### src/rtl/uart_tx_fifo.sv
// UART transmitter with a circular transmit FIFO in front of it.
// Frame: start, DATA_BITS LSB first, optional parity, STOP_BITS stop bits.
module uart_tx_fifo #(
  parameter int DATA_BITS = 8,
  parameter int CLK_DIV   = 10416,
  parameter int PARITY    = 0,
  parameter int STOP_BITS = 1,
  parameter int FIFO_AW   = 4
) (
  input  logic                 clk_100,
  input  logic                 clr_n,
  input  logic [DATA_BITS-1:0] data_in,
  input  logic                 send,
  input  logic                 ovf_clr,
  output logic                 tx,
  output logic                 busy,
  output logic                 led_tx,
  output logic                 full,
  output logic                 empty,
  output logic [FIFO_AW:0]     level,
  output logic                 overflow
);
  localparam int DEPTH = 2**FIFO_AW;
  localparam int BW    = $clog2(CLK_DIV);
  localparam logic [BW-1:0]    BAUD_MAX = BW'(CLK_DIV - 1);
  localparam logic [3:0]       BIT_MAX  = 4'(DATA_BITS - 1);
  localparam logic             STOP_MAX = 1'(STOP_BITS - 1);
  localparam logic [FIFO_AW:0] CNT_FULL = (FIFO_AW+1)'(DEPTH);

  localparam logic [2:0] S_IDLE  = 3'd0;
  localparam logic [2:0] S_START = 3'd1;
  localparam logic [2:0] S_DATA  = 3'd2;
  localparam logic [2:0] S_PAR   = 3'd3;
  localparam logic [2:0] S_STOP  = 3'd4;

  logic [DATA_BITS-1:0] r_mem [DEPTH];
  logic [FIFO_AW-1:0]   r_wptr, r_rptr;
  logic [FIFO_AW:0]     r_count;
  logic                 r_full, r_empty, r_ovf;
  logic [2:0]           r_state;
  logic [BW-1:0]        r_baud;
  logic [3:0]           r_bit;
  logic                 r_stop;
  logic [DATA_BITS-1:0] r_shift;
  logic                 r_par, r_tx, r_busy, r_led;

  logic                 w_pop, w_push, w_drop, w_baud_end;
  logic [DATA_BITS-1:0] w_head;
  logic [FIFO_AW:0]     w_count_nxt;

  // A pop frees a slot in the same cycle, so a push against a full FIFO still lands.
  assign w_pop      = (r_state == S_IDLE) && !r_empty;
  assign w_push     = send && (!r_full || w_pop);
  assign w_drop     = send && r_full && !w_pop;
  assign w_baud_end = (r_baud == BAUD_MAX);
  assign w_head     = r_mem[r_rptr];

  always_comb begin
    w_count_nxt = r_count;
    if (w_push && !w_pop)      w_count_nxt = r_count + 1'b1;
    else if (w_pop && !w_push) w_count_nxt = r_count - 1'b1;
  end

  always_ff @(posedge clk_100) begin
    if (w_push) r_mem[r_wptr] <= data_in;
  end

  always_ff @(posedge clk_100 or negedge clr_n) begin
    if (!clr_n) begin
      r_wptr  <= '0;
      r_rptr  <= '0;
      r_count <= '0;
      r_full  <= 1'b0;
      r_empty <= 1'b1;
      r_ovf   <= 1'b0;
    end else begin
      if (w_push) r_wptr <= r_wptr + 1'b1;
      if (w_pop)  r_rptr <= r_rptr + 1'b1;
      r_count <= w_count_nxt;
      r_full  <= (w_count_nxt == CNT_FULL);
      r_empty <= (w_count_nxt == '0);
      if (w_drop)       r_ovf <= 1'b1;
      else if (ovf_clr) r_ovf <= 1'b0;
    end
  end

  always_ff @(posedge clk_100 or negedge clr_n) begin
    if (!clr_n) begin
      r_state <= S_IDLE;
      r_baud  <= '0;
      r_bit   <= '0;
      r_stop  <= 1'b0;
      r_shift <= '0;
      r_par   <= 1'b0;
      r_tx    <= 1'b1;
      r_busy  <= 1'b0;
      r_led   <= 1'b0;
    end else begin
      r_led <= r_busy;
      if (r_state == S_IDLE) begin
        if (w_pop) begin
          r_shift <= w_head;
          r_par   <= (PARITY == 1) ? ~^w_head : ^w_head;
          r_state <= S_START;
          r_baud  <= '0;
          r_tx    <= 1'b0;
          r_busy  <= 1'b1;
        end
      end else if (!w_baud_end) begin
        r_baud <= r_baud + 1'b1;
      end else begin
        // Bit boundary: tx is loaded here so it changes on the same edge as the state.
        r_baud <= '0;
        case (r_state)
          S_START: begin
            r_state <= S_DATA;
            r_bit   <= '0;
            r_tx    <= r_shift[0];
            r_shift <= r_shift >> 1;
          end
          S_DATA: begin
            if (r_bit == BIT_MAX) begin
              if (PARITY != 0) begin
                r_state <= S_PAR;
                r_tx    <= r_par;
              end else begin
                r_state <= S_STOP;
                r_tx    <= 1'b1;
                r_stop  <= 1'b0;
              end
            end else begin
              r_bit   <= r_bit + 1'b1;
              r_tx    <= r_shift[0];
              r_shift <= r_shift >> 1;
            end
          end
          S_PAR: begin
            r_state <= S_STOP;
            r_tx    <= 1'b1;
            r_stop  <= 1'b0;
          end
          S_STOP: begin
            if (r_stop == STOP_MAX) begin
              r_state <= S_IDLE;
              r_busy  <= 1'b0;
              r_tx    <= 1'b1;
            end else begin
              r_stop <= r_stop + 1'b1;
            end
          end
          default: r_state <= S_IDLE;
        endcase
      end
    end
  end

  assign tx       = r_tx;
  assign busy     = r_busy;
  assign led_tx   = r_led;
  assign full     = r_full;
  assign empty    = r_empty;
  assign level    = r_count;
  assign overflow = r_ovf;
endmodule

### config.mk
export PLATFORM = sky130hd
export DESIGN_NAME = uart_tx_fifo
export DESIGN_NICKNAME = d
export VERILOG_FILES = /design/src/rtl/uart_tx_fifo.sv
export SDC_FILE = /design/constraint.sdc
export NUM_CORES = 1
export LEC_CHECK = 0
export ABC_AREA = 1
export BUFFER_PORTS_ARGS = -buffer_cell sky130_fd_sc_hd__buf_2
export CORE_ASPECT_RATIO = 0.5
export CORE_MARGIN = 10
export CORE_UTILIZATION = 60
export DETAILED_ROUTE_END_ITERATION = 16
export PLACE_DENSITY_LB_ADDON = 0.3
export SYNTH_ARGS = -nofsm -noshare
export SYNTH_HDL_FRONTEND = slang
export SYNTH_SLANG_ARGS = --single-unit
### constraint.sdc
create_clock -name clk_100 -period 2.2 [get_ports clk_100]
set_input_delay 0.44 -clock clk_100 [delete_from_list [all_inputs] [get_ports clk_100]]
set_output_delay 0.44 -clock clk_100 [all_outputs]
set_load 0.01 [all_outputs]
# Word-level counts from Yosys, hierarchy flattened
# Memory sizes are Yosys's and may differ from the RTL's.
# Index checks and enable logic that the tools add are counted.
# Widths: inputs -> output; s select.
[word_totals] ff_bits=49 latchBits=0 ram_bits=128 rom_bits=0 word_cells=99 mem_count=1
[mem_list] memory="r_mem" depth=16 width=8 read_ports=1 rd_ports_with_merged_regs=0 write_ports=1 line="36" rtl="logic [DATA_BITS-1:0] r_mem [DEPTH];"
[op_classes] n_addsub=7 multipliers=0 n_div=0 n_lt_le_gt_ge=0 eq_ne=14 shift=0 n_mux=36 n_bitwise=1 reduce_logical=26
[ops] op="$mux 14" count=3
[ops] op="$mux 8" count=4
[ops] op="$reduce_and 4->1" count=6
[ops] op="$mux 1" count=16
[ops] op="$pmux 8 s2" count=1
[ops] op="$mux 3" count=5
[ops] op="$add 14x1->14 const B" count=1
[ops] op="$eq 14x14->1 const B" count=1
[ops] op="$add 4x1->4 const B" count=3
[ops] op="$pmux 3 s4" count=1
[ops] op="$mux 5" count=2
[ops] op="$ne 3x3->1 const B" count=3
[ops] op="$pmux 4 s2" count=1
[ops] op="$reduce_bool 2->1" count=4
[ops] op="$eq 3x2->1 const B" count=2
[ops] op="$logic_and 1x1->1" count=6
[ops] op="$ne 2x2->1 const B" count=3
[ops] op="$reduce_bool 3->1" count=2
[ops] op="$add 5x1->5 const B" count=1
[ops] op="$eq 5x5->1 const B" count=1
[ops] op="$logic_not 5->1" count=1
[ops] op="$reduce_bool 5->1" count=1
[ops] op="$sub 5x1->5 const B" count=1
[ops] op="$eq 4x3->1 const B" count=1
[ops] op="other kinds (11)" count=14

# Longest topological paths before layout
# Gate-level depths: netlist of run 1.
[logic_depth] ltp_word=9 mapped_depth=12 mapped_depth_nobuf=11

# Worst setup path before layout of run 1
# OpenSTA, ideal clock, no wires.
[synth_path] kind="reg-to-reg" startpoint="register r_state[1]" endpoint="memory r_mem[11][0] (enable)" setup_ps=370 t_arrival_ps=1495 required_ps=1830 path_slack_ps=335 stages_incl_launch_ff=8 path_cell_list="dfrtp_1 -> nor2_4 -> nand3_4 -> nand2_1 -> nand2_1 -> nor2_1 -> inv_1 -> nor2_1"
[synth_between] elab_chain_len=6
[synth_rtl] item="from (decl)" line="40" rtl="logic [2:0] r_state;"
[synth_rtl] item="from (signal assigned)" line="89" rtl="r_state <= S_IDLE;"
[synth_rtl] item="from (signal assigned)" line="104" rtl="r_state <= S_START;"
[synth_rtl] item="from (signal assigned)" line="116" rtl="r_state <= S_DATA;"
[synth_rtl] item="$logic_not 3->1" line="52" rtl="assign w_pop = (r_state == S_IDLE) && !r_empty;"
[synth_rtl] item="$logic_and 1x1->1" line="52"
[synth_rtl] item="$logic_or 1x1->1" line="53" rtl="assign w_push = send && (!r_full || w_pop);"
[synth_rtl] item="$logic_and 1x1->1" line="53"
[synth_rtl] item="$mux 1" line="65" rtl="if (w_push) r_mem[r_wptr] <= data_in;"
[synth_rtl] item="$mux 1 (not written as such)" line="65"
[synth_rtl] item="to (decl)" line="36"
# Every way passes these cells.

# Worst setup path in the final report of run 1
[layout_path] startpoint="register r_state[0]" endpoint="memory r_mem[10][6] (enable)"
# The elaborated chain is that of the path after synthesis.

==> results.yml, run 1 <==
floorplan:
  io_pins: 23
  die_h_um: 101
  dieArea_um2: 18300
  row_count: 29
  die_x_um: 181
  coreArea_um2: 12700
  start_util_pct: 61.6
global_routing:
  met2_usage_pct: 31.6
  grt_util_met1_pct: 26.2
  grt_pass1_wl_um: 28600
  met3_usage_pct: 4.98
  antenna_found_initial: 0
  top_usage_layer: "met2"
  grt_use_total_pct: 20.0
  grt_pass1_vias: 5511
  overflow: 0
  grt_max_degree: 74
timing:
  skew_ns: 0.00992
  max_slew_margin_pct: 56.1
  fmax_mhz: 494
  final.period_utilization_pct: 91.9
  slew_viol_final: 0
  worstMarginPinSlew_ns: 0.659
  worst_hold_slack_ns: 0.202
  min_period_ns: 2.02
  setup-violations-final: 0
  hold_viol: 0
  rsz0062_at_grt: "false"
  setup_tns_ns: 0
final_layout:
  syn_to_final_growth_pct: 13.4
  drive_above_1_share_pct: 13.0
  regArea_um2: 5050
  fillers: 869
  layout.nets: 818
  multiInputGateArea_um2: 2420
  antennaDiodeCount: 0
clock_network:
  insertion_delay_ns: 0.43
  cts_made_buffers: 17
  clkSlewWorstSetupHoldPaths_ns: 0.07
  cts_sinks: 176
  root_buffer: "clkbuf_16"
  cts_tree: "done"
  htree_levels: 4
  clock_path_buffers: 2
  cts-resized-gates: 0
yosys:
  yosysSeqAreaShare_pct: 64.6
  synth_edf_count: 128
  synth_flop_cell: "edfxtp_1"
  synthTopCellsByArea: "edfxtp_1, dfrtp_1, nor2_1, nand2_1, o21ai_0"
  synth_warnings: 0
  postSynth.asyncResetShare_pct: 27.3
  synthTopCellsByCount: "nor2_1, edfxtp_1, nand2_1"
  ys_types: 38
  yosysMostFrequentCell: "nor2_1"
  synth_cells: 756
  yosysTopAreaCell: "edfxtp_1"
  yosys_register_bits: 176
  syn_area_um2: 7820
  syn_area_per_cell_um2: 10.3
  synth.top_cell.area_share_pct: 49.2
  syn-num-nets: 777
power:
  total_power_mw: 11.7
  p_sw_mw: 4.39
  switching_share_pct: 37.5
  internal_power_mw: 7.32
  clock_power_share_pct: 27.6
  comb_power_share_pct: 34.4
  p_per_area_nw_per_um2: 1320
  power_leakage_nw: 3.50
  ir_drop_mv: 0.756
  seq_power_share_pct: 37.9
critical_path:
  cp_slowest_cell: "dfrtp_1"
  end_kind: "flip-flop"
  critPathMaxFanout: 8
  criticalPathCategory: "flip-flop to flip-flop"
  regToRegSetupSlack_ns: 0.18
  cpMostUsedCell: "nand2_1"
  r2r-start: "r_state[0]"
  arrival_ns: 2.17
  reg2reg_to: "r_mem[10][6]"
  cp.required_ns: 2.35
  r2r_cells: 8
  cp_slowest_stage_delay_ns: 0.43
  setup.worst_path.start_class: "flip-flop"
  cp_cell_sequence: "nor2_4 -> nand3_4 -> nand2_1 -> nand2_1 -> inv_1 -> nand2_1 -> nor2_1 -> buf_4"
worst_hold_path:
  worstHoldPathType: "input pin to flip-flop"
  hold_depth: 2
  hold_start: "ovf_clr"
  hold_end: "overflow"
route:
  vias: 5686
  drt-initial-drc-count: 723
  wl_per_cell_um: 18.3
  ant_nets: 0
  first_pass_iters: 7
  finalWirelength_um: 17900
  post-route-drc-count: 0
  vias_per_cell: 5.81
placement:
  dp_hpwl_um: 11600
  port_buffers: 22
  gp_congestion: 0.920
run:
  drv_cap: 0
outcome:
  outcome: "finished clean"
==> power by group through the flow <==
stage / clock, mW / combinational [mW] / sequential [mW]
after detailed placement: 0 / 3.91 / 4.50
after CTS: 3.25 / 3.97 / 4.43
after floorplan: 0 / 2.76 / 4.42
after global routing: 3.38 / 4.48 / 4.50
final: 3.24 / 4.03 / 4.44
after global placement: 0 / 3.81 / 4.47
==> layout by cell type (no fill, tap or decap), drive strengths merged, types with 2 or more instances in the layout <==
cell,count
nand4,8
clkinv,6
edfxtp,128
buf,50
dfrtp,46
xor2,13
ha,9
o211ai,10
nand3,79
nor4,2
nor3,2
clkbuf,17
bufinv,4
inv,58
nor2,155
a21oi,10
o22ai,3
dfstp,2
or2,2
nand2,121
o21ai,78
==> per-layer routing <==
metal	wire (um)	vias up	share of wire (%)
met5	0	-	0
met4	418	0	2.3
met3	1580	40	8.8
met2	8330	272	46
met1	7600	2725	42
li1	-	2649	-
==> sequential cells by signal, summed over array words and instances (netlist names) <==
register / flops
busy: 1
empty: 1
full: 1
led_tx: 1
level: 5
overflow: 1
r_baud: 14
r_bit: 4
r_mem: 128
r_rptr: 4
r_shift: 8
r_state: 3
r_wptr: 4
tx: 1
==> worst max-delay path by stage <==
| stage | startpoint | end | slack [ns] |
|---|---|---|---|
| floorplan | r_state[1] | r_mem[11][0] | 0.34 |
| global placement | r_state[1] | r_mem[10][1] | 0.33 |
| detailed placement | r_state[0] | r_mem[13][3] | 0.23 |
| CTS | r_state[1] | r_mem[13][5] | 0.22 |
| global route | r_rptr[0] | r_shift[6] | 0.07 |
| finish | r_state[0] | r_mem[10][6] | 0.18 |
==> metrics by stage <==
step           area, um2  worst slack [ns]  std cells  util [%]
2_1_floorplan       7820             0.335        756         -
3_3_place_gp        8230             0.328        947      64.8
3_5_place_dp        8230             0.233        947      64.8
4_1_cts             8870             0.216        979      69.8
5_1_grt             8870            0.0689        979      69.8
6_report            8870             0.177        979      69.8
==> logic make-up (layout without fill, tap and decap cells) <==
kind of cell             Yosys count  in the layout  synth area share, %
XOR/XNOR                          14             14                 1.57
adder cells (fa/ha/maj)            9              9                 1.44
flip-flops                       176            176                 64.6
AND/OR/NAND/NOR                  372            372                 21.0
AO/OA/AOI/OAI                    102            102                 6.91
buffers and inverters             83            136                 4.47
==> cell type report <==
class	count	area share [%]
clock buffer	17	4.80
sequential	176	56.9
timing repair buffer	51	4.01
multi-input combinational	497	27.3
clock inverter	14	2.24
tap	170	2.40
inverter	54	2.31
==> critical path: cells and delay by family (launching register included) <==
kind                   cells  cell delay [ns]
flip-flops                 1             0.43
buffers and inverters      2             0.37
AND/OR/NAND/NOR            6             0.94
==> repair_timing <==
item,CTS,global route
hold buffers,1,0
endpoints found under the hold margin,15,0
setup buffers,0,0
Note: power is estimated with default switching activity, not from simulation.
==> inputs of run 2 (changes only) <==
CORE_MARGIN = default   (was 10)
RECOVER_POWER = 50   (was default)
==> run 2 against run 1 <==
  * Design area decreased by 1.1%
  * Clock skew up 0.00061 ns
  * Via count grew 0.72%
  * Combinational power down 2%
  * Global-route usage grew 7.4 points
  * Sequential power barely moved
  * Sequential cell count unchanged
  * Routed wire length down 1.8%
  * Critical path depth stayed put
  * Largest power group unchanged
  * Highest routed layer unchanged
==> results.yml, run 2 (synthesis gave the netlist of run 1 again) <==
power:
  p_sw_mw: 4.39
  p_per_area_nw_per_um2: 1290
  internal_power_mw: 6.95
  seq_power_share_pct: 39.2
  switching_share_pct: 38.7
  clock_power_share_pct: 26.0
  comb_power_share_pct: 34.8
  power_leakage_nw: 3.43
  ir_drop_mv: 0.829
timing:
  max_slew_margin_pct: 18.6
  setup-violations-final: 0
  final.period_utilization_pct: 95.9
  rsz0062_at_grt: "false"
  fmax_mhz: 474
  setup_tns_ns: 0
  slew_viol_final: 0
  min_period_ns: 2.11
  hold_viol: 0
  setup_slack_ns: 0.0896
  worst_hold_slack_ns: 0.227
  worstMarginPinSlew_ns: 1.22
  skew_ns: 0.0105
placement:
  port_buffers: 22
  place_ws_ns: 0.147
  dp_hpwl_um: 11300
  gp_congestion: 0.895
  placed_area_um2: 8210
critical_path:
  cp_slowest_cell: "dfrtp_1"
  crit_family: "simple AND/OR/NAND/NOR gates"
  cpMostUsedCell: "nand2_1"
  arrival_ns: 2.26
  setup.worst_path.start_class: "flip-flop"
  cp_slowest_stage_delay_ns: 0.44
  cp_cell_sequence: "nor2_4 -> nand3_4 -> nand2_1 -> nand2_1 -> inv_2 -> nand2_1 -> nor2_1 -> buf_4"
  end_kind: "flip-flop"
  cp.required_ns: 2.34
  criticalPathCategory: "flip-flop to flip-flop"
  critPathMaxFanout: 8
  worst-path-buf-inv: 2
clock_network:
  clkSlewWorstSetupHoldPaths_ns: 0.07
  insertion_delay_ns: 0.43
  cts_tree: "done"
  htree_levels: 4
  cts_sinks: 176
  cts_made_buffers: 17
  clock_path_buffers: 2
  root_buffer: "clkbuf_16"
outcome:
  outcome: "finished clean"
final_layout:
  fillers: 885
  regArea_um2: 5050
  antennaDiodeCount: 0
  top_regs: "r_mem: 128 flops, r_baud: 14 flops, r_shift: 8 flops"
  drive_above_1_share_pct: 12.1
  fin_area_um2: 8770
  largest_reg_flops: 128
  regMostFlops: "r_mem"
  final_util_pct: 69.0
  layout_commonest_cell: "nor2_1"
  layout_common_cells: "nor2_1, edfxtp_1, nand2_1"
  syn_to_final_growth_pct: 12.1
  layout.nets: 816
  multiInputGateArea_um2: 2420
global_routing:
  grt_max_degree: 49
  grt_pass1_wl_um: 26900
  overflow: 0
  grt_use_total_pct: 27.4
  grt_pass1_vias: 5229
  antenna_found_initial: 0
floorplan:
  die_h_um: 82.7
  start_util_pct: 61.6
  row_count: 29
  io_pins: 23
  dieArea_um2: 13500
  die_x_um: 163
  coreArea_um2: 12700
route:
  post-route-drc-count: 0
  vias_per_cell: 5.86
  ant_nets: 0
  first_pass_iters: 7
  drt-initial-drc-count: 1024
  wl_per_cell_um: 18.0
  finalWirelength_um: 17600
  vias: 5727
run:
  drv_cap: 0
worst_hold_path:
  worstHoldPathType: "input pin to flip-flop"
run 2: changes by cell type in the layout (fill, tap and decap cells not counted), sizes merged:
| cell | delta |
|---|---|
| buf | -11 |
| bufinv | -3 |
| clkbuf | +9 |
| clkinv | -2 |
| clkinvlp | +3 |
| inv | +2 |
run 2: per-stage QoR:
stage	instances	total power, mW
after global placement	945	8.22
after CTS	977	11.3
after global routing	977	12.0
final	977	11.3
after floorplan	756	7.17
after detailed placement	945	8.34
run 2: final timing paths:
check                      cells past startpoint       start           to  slack [ns]
setup reg to reg                               8  r_state[1]  r_mem[0][2]        0.09
min in group asynchronous                      3       clr_n   r_baud[11]        0.87
setup / recovery                               8  r_state[1]  r_mem[0][2]        0.09
hold reg to reg                                0        busy       led_tx        0.40
hold / removal                                 2     ovf_clr     overflow        0.23
max in group asynchronous                      3       clr_n    r_rptr[0]        0.50
run 2: repair_timing:
action	CTS	global route
endpoints found under the hold margin	10	0
resized for setup	0	2
buffers inserted	0	0
setup endpoints to repair	0	96
hold buffers	1	0
run 2: metal layers:
metal  track usage, %  part of all wire (%)  up-vias
met3             6.24                   9.5       44
li1                 -                     -     2645
met5                0                     0        -
met1             37.3                    43     2738
met4             10.6                   2.1        0
met2             43.6                    45      300
run 2: layout make-up:
cell class	count	area share, %
Inverter	54	2.34
Clock inverter	14	1.70
Clock buffer	17	4.85
Timing Repair Buffer	49	3.45
Sequential cell	176	57.6
Tap cell	170	2.43
Multi-Input combinational cell	497	27.6
run 2: power groups by stage:
| stage | logic, mW | clock network (mW) | registers (mW) |
|---|---|---|---|
| 2_1_floorplan | 2.76 | 0 | 4.42 |
| 3_3_place_gp | 3.74 | 0 | 4.47 |
| 3_5_place_dp | 3.85 | 0 | 4.49 |
| 4_1_cts | 3.90 | 2.96 | 4.43 |
| 5_1_grt | 4.40 | 3.10 | 4.50 |
| 6_report | 3.95 | 2.95 | 4.44 |
run 2: worst reg2reg max path: stages (launching register included):
cell     delay, ns
dfrtp_1       0.44
nor2_4        0.19
nand3_4       0.16
nand2_1       0.12
nand2_1       0.18
inv_2         0.16
nand2_1       0.19
nor2_1        0.19
buf_4         0.19
==> inputs of run 3 (changes only) <==
CORE_UTILIZATION = 40   (was 60)
PLACE_DENSITY_LB_ADDON = default   (was 0.3)
==> run 3 against run 2 <==
  * Clock skew is 0.0040 ns higher
  * Core utilization is 21 points lower
  * First-iteration DRC count is 46% lower
  * Highest routed layer unchanged
  * Clock-buffer cell count stayed put
  * Via count is 6.2% lower
  * Largest power group unchanged
  * Clock power is 3% higher
  * Critical path type unchanged
  * Largest cell class unchanged
  * Critical endpoint is now r_mem[0][3]
  * Combinational power hardly changed
  * Maximum frequency is 9.3% higher
==> results.yml, run 3 (synthesis gave the netlist of run 1 again) <==
outcome:
  outcome: "finished clean"
clock_network:
  root_buffer: "clkbuf_16"
  hold_buffers: 1
  cts_tree: "done"
  cts-resized-gates: 0
  cts_made_buffers: 17
  cts_sinks: 176
  cts_setup_buffers: 0
  insertion_delay_ns: 0.44
  clock_path_buffers: 2
  htree_levels: 4
  clkSlewWorstSetupHoldPaths_ns: 0.07
route:
  vias_per_cell: 5.04
  vias: 5373
  drt-initial-drc-count: 548
  wl_per_cell_um: 16.5
  ant_nets: 0
  finalWirelength_um: 17600
  post-route-drc-count: 0
  first_pass_iters: 5
power:
  p_per_area_nw_per_um2: 1280
  total_power_mw: 11.4
  ir_drop_mv: 0.647
  power_leakage_nw: 3.44
  comb_power_share_pct: 34.5
  p_sw_mw: 4.40
  switching_share_pct: 38.6
  clock_power_share_pct: 26.8
  internal_power_mw: 7.00
  seq_power_share_pct: 38.7
floorplan:
  die_h_um: 101
  die_x_um: 200
  dieArea_um2: 20100
  start_util_pct: 41.7
  io_pins: 23
  coreArea_um2: 18700
  row_count: 35
worst_hold_path:
  hold_end: "overflow"
  hold_start: "ovf_clr"
  worstHoldPathType: "input pin to flip-flop"
  hold_depth: 2
global_routing:
  overflow: 0
  grt_use_total_pct: 18.7
  grt_pass1_vias: 5133
  antenna_found_initial: 0
  grt_pass1_wl_um: 27800
  grt_max_degree: 74
timing:
  hold_viol: 0
  worstMarginPinSlew_ns: 1.02
  skew_ns: 0.0145
  fmax_mhz: 518
  min_period_ns: 1.93
  final.period_utilization_pct: 87.8
  setup_tns_ns: 0
  rsz0062_at_grt: "false"
  slew_viol_final: 0
  max_slew_margin_pct: 31.8
  setup-violations-final: 0
final_layout:
  top_regs: "r_mem: 128 flops, r_baud: 14 flops, r_shift: 8 flops"
  layout.nets: 815
  drive_above_1_share_pct: 11.5
  final_util_pct: 47.6
  antennaDiodeCount: 0
  layout_commonest_cell: "nor2_1"
  syn_to_final_growth_pct: 14.2
  largest_reg_flops: 128
  regMostFlops: "r_mem"
  fin_area_um2: 8930
  layout_common_cells: "nor2_1, edfxtp_1, nand2_1"
critical_path:
  worst-path-buf-inv: 2
  arrival_ns: 2.07
  criticalPathCategory: "flip-flop to flip-flop"
  reg2reg_to: "r_mem[0][3]"
  cp_slowest_stage_delay_ns: 0.44
  cp_slowest_cell: "dfrtp_1"
  regToRegSetupSlack_ns: 0.27
  r2r_cells: 8
  cpMostUsedCell: "nand2_1"
  end_kind: "flip-flop"
  critPathMaxFanout: 8
  crit_family: "simple AND/OR/NAND/NOR gates"
  cp_cell_sequence: "nor2_4 -> nand3_4 -> nand2_1 -> nand2_1 -> inv_1 -> nand2_1 -> nor2_1 -> buf_4"
  setup.worst_path.start_class: "flip-flop"
  r2r-start: "r_state[1]"
  cp.required_ns: 2.34
placement:
  dp_hpwl_um: 11400
  port_buffers: 22
  placed_area_um2: 8330
  gp_congestion: 0.882
run:
  drv_cap: 0
run 3: layout make-up:
type	instances	area [um2]
Fill cell	1740	9820
Sequential cell	176	5050
Multi-Input combinational cell	497	2420
Clock buffer	17	425
Timing Repair Buffer	48	330
Tap cell	259	324
Inverter	54	205
Clock inverter	15	171
run 3: worst max-delay path by stage:
stage                     slack, ns           end  startpoint  depth (start not counted)
after detailed placement       0.29   r_mem[0][2]  r_state[1]                          8
after CTS                      0.29  r_mem[10][0]  r_state[0]                          8
final                          0.27   r_mem[0][3]  r_state[1]                          8
after global routing           0.08   r_mem[0][4]  r_state[1]                          8
after global placement         0.33  r_mem[10][1]  r_state[1]                          8
after floorplan                0.34  r_mem[11][0]  r_state[1]                          7
run 3: worst register-to-register path: stages (launching register included):
cell	delay (ns)
dfrtp_1	0.44
nor2_4	0.18
nand3_4	0.08
nand2_1	0.08
nand2_1	0.17
inv_1	0.20
nand2_1	0.18
nor2_1	0.13
buf_4	0.19
run 3: power groups by stage:
stage	Clock (mW)	Sequential (mW)	Combinational [mW]
global placement	0	4.47	3.91
global route	3.24	4.48	4.44
finish	3.05	4.42	3.93
CTS	3.11	4.42	3.96
floorplan	0	4.42	2.76
detailed placement	0	4.49	3.94
run 3: routing by layer:
metal / share of wire (%) / track usage, % / up-vias
met5: 0 / 0 / -
met4: 1.7 / 6.75 / 0
met3: 4.8 / 3.88 / 20
met2: 45 / 29.0 / 140
met1: 48 / 26.1 / 2570
li1: - / - / 2643
run 3: per-stage QoR:
step	instances	worst slack, ns	hold WS (ns)
final	1066	0.269	0.206
after global routing	1066	0.0834	0.198
after CTS	1066	0.285	0.192
after detailed placement	1033	0.292	0.307
after global placement	1033	0.327	0.304
after floorplan	756	0.335	0.144
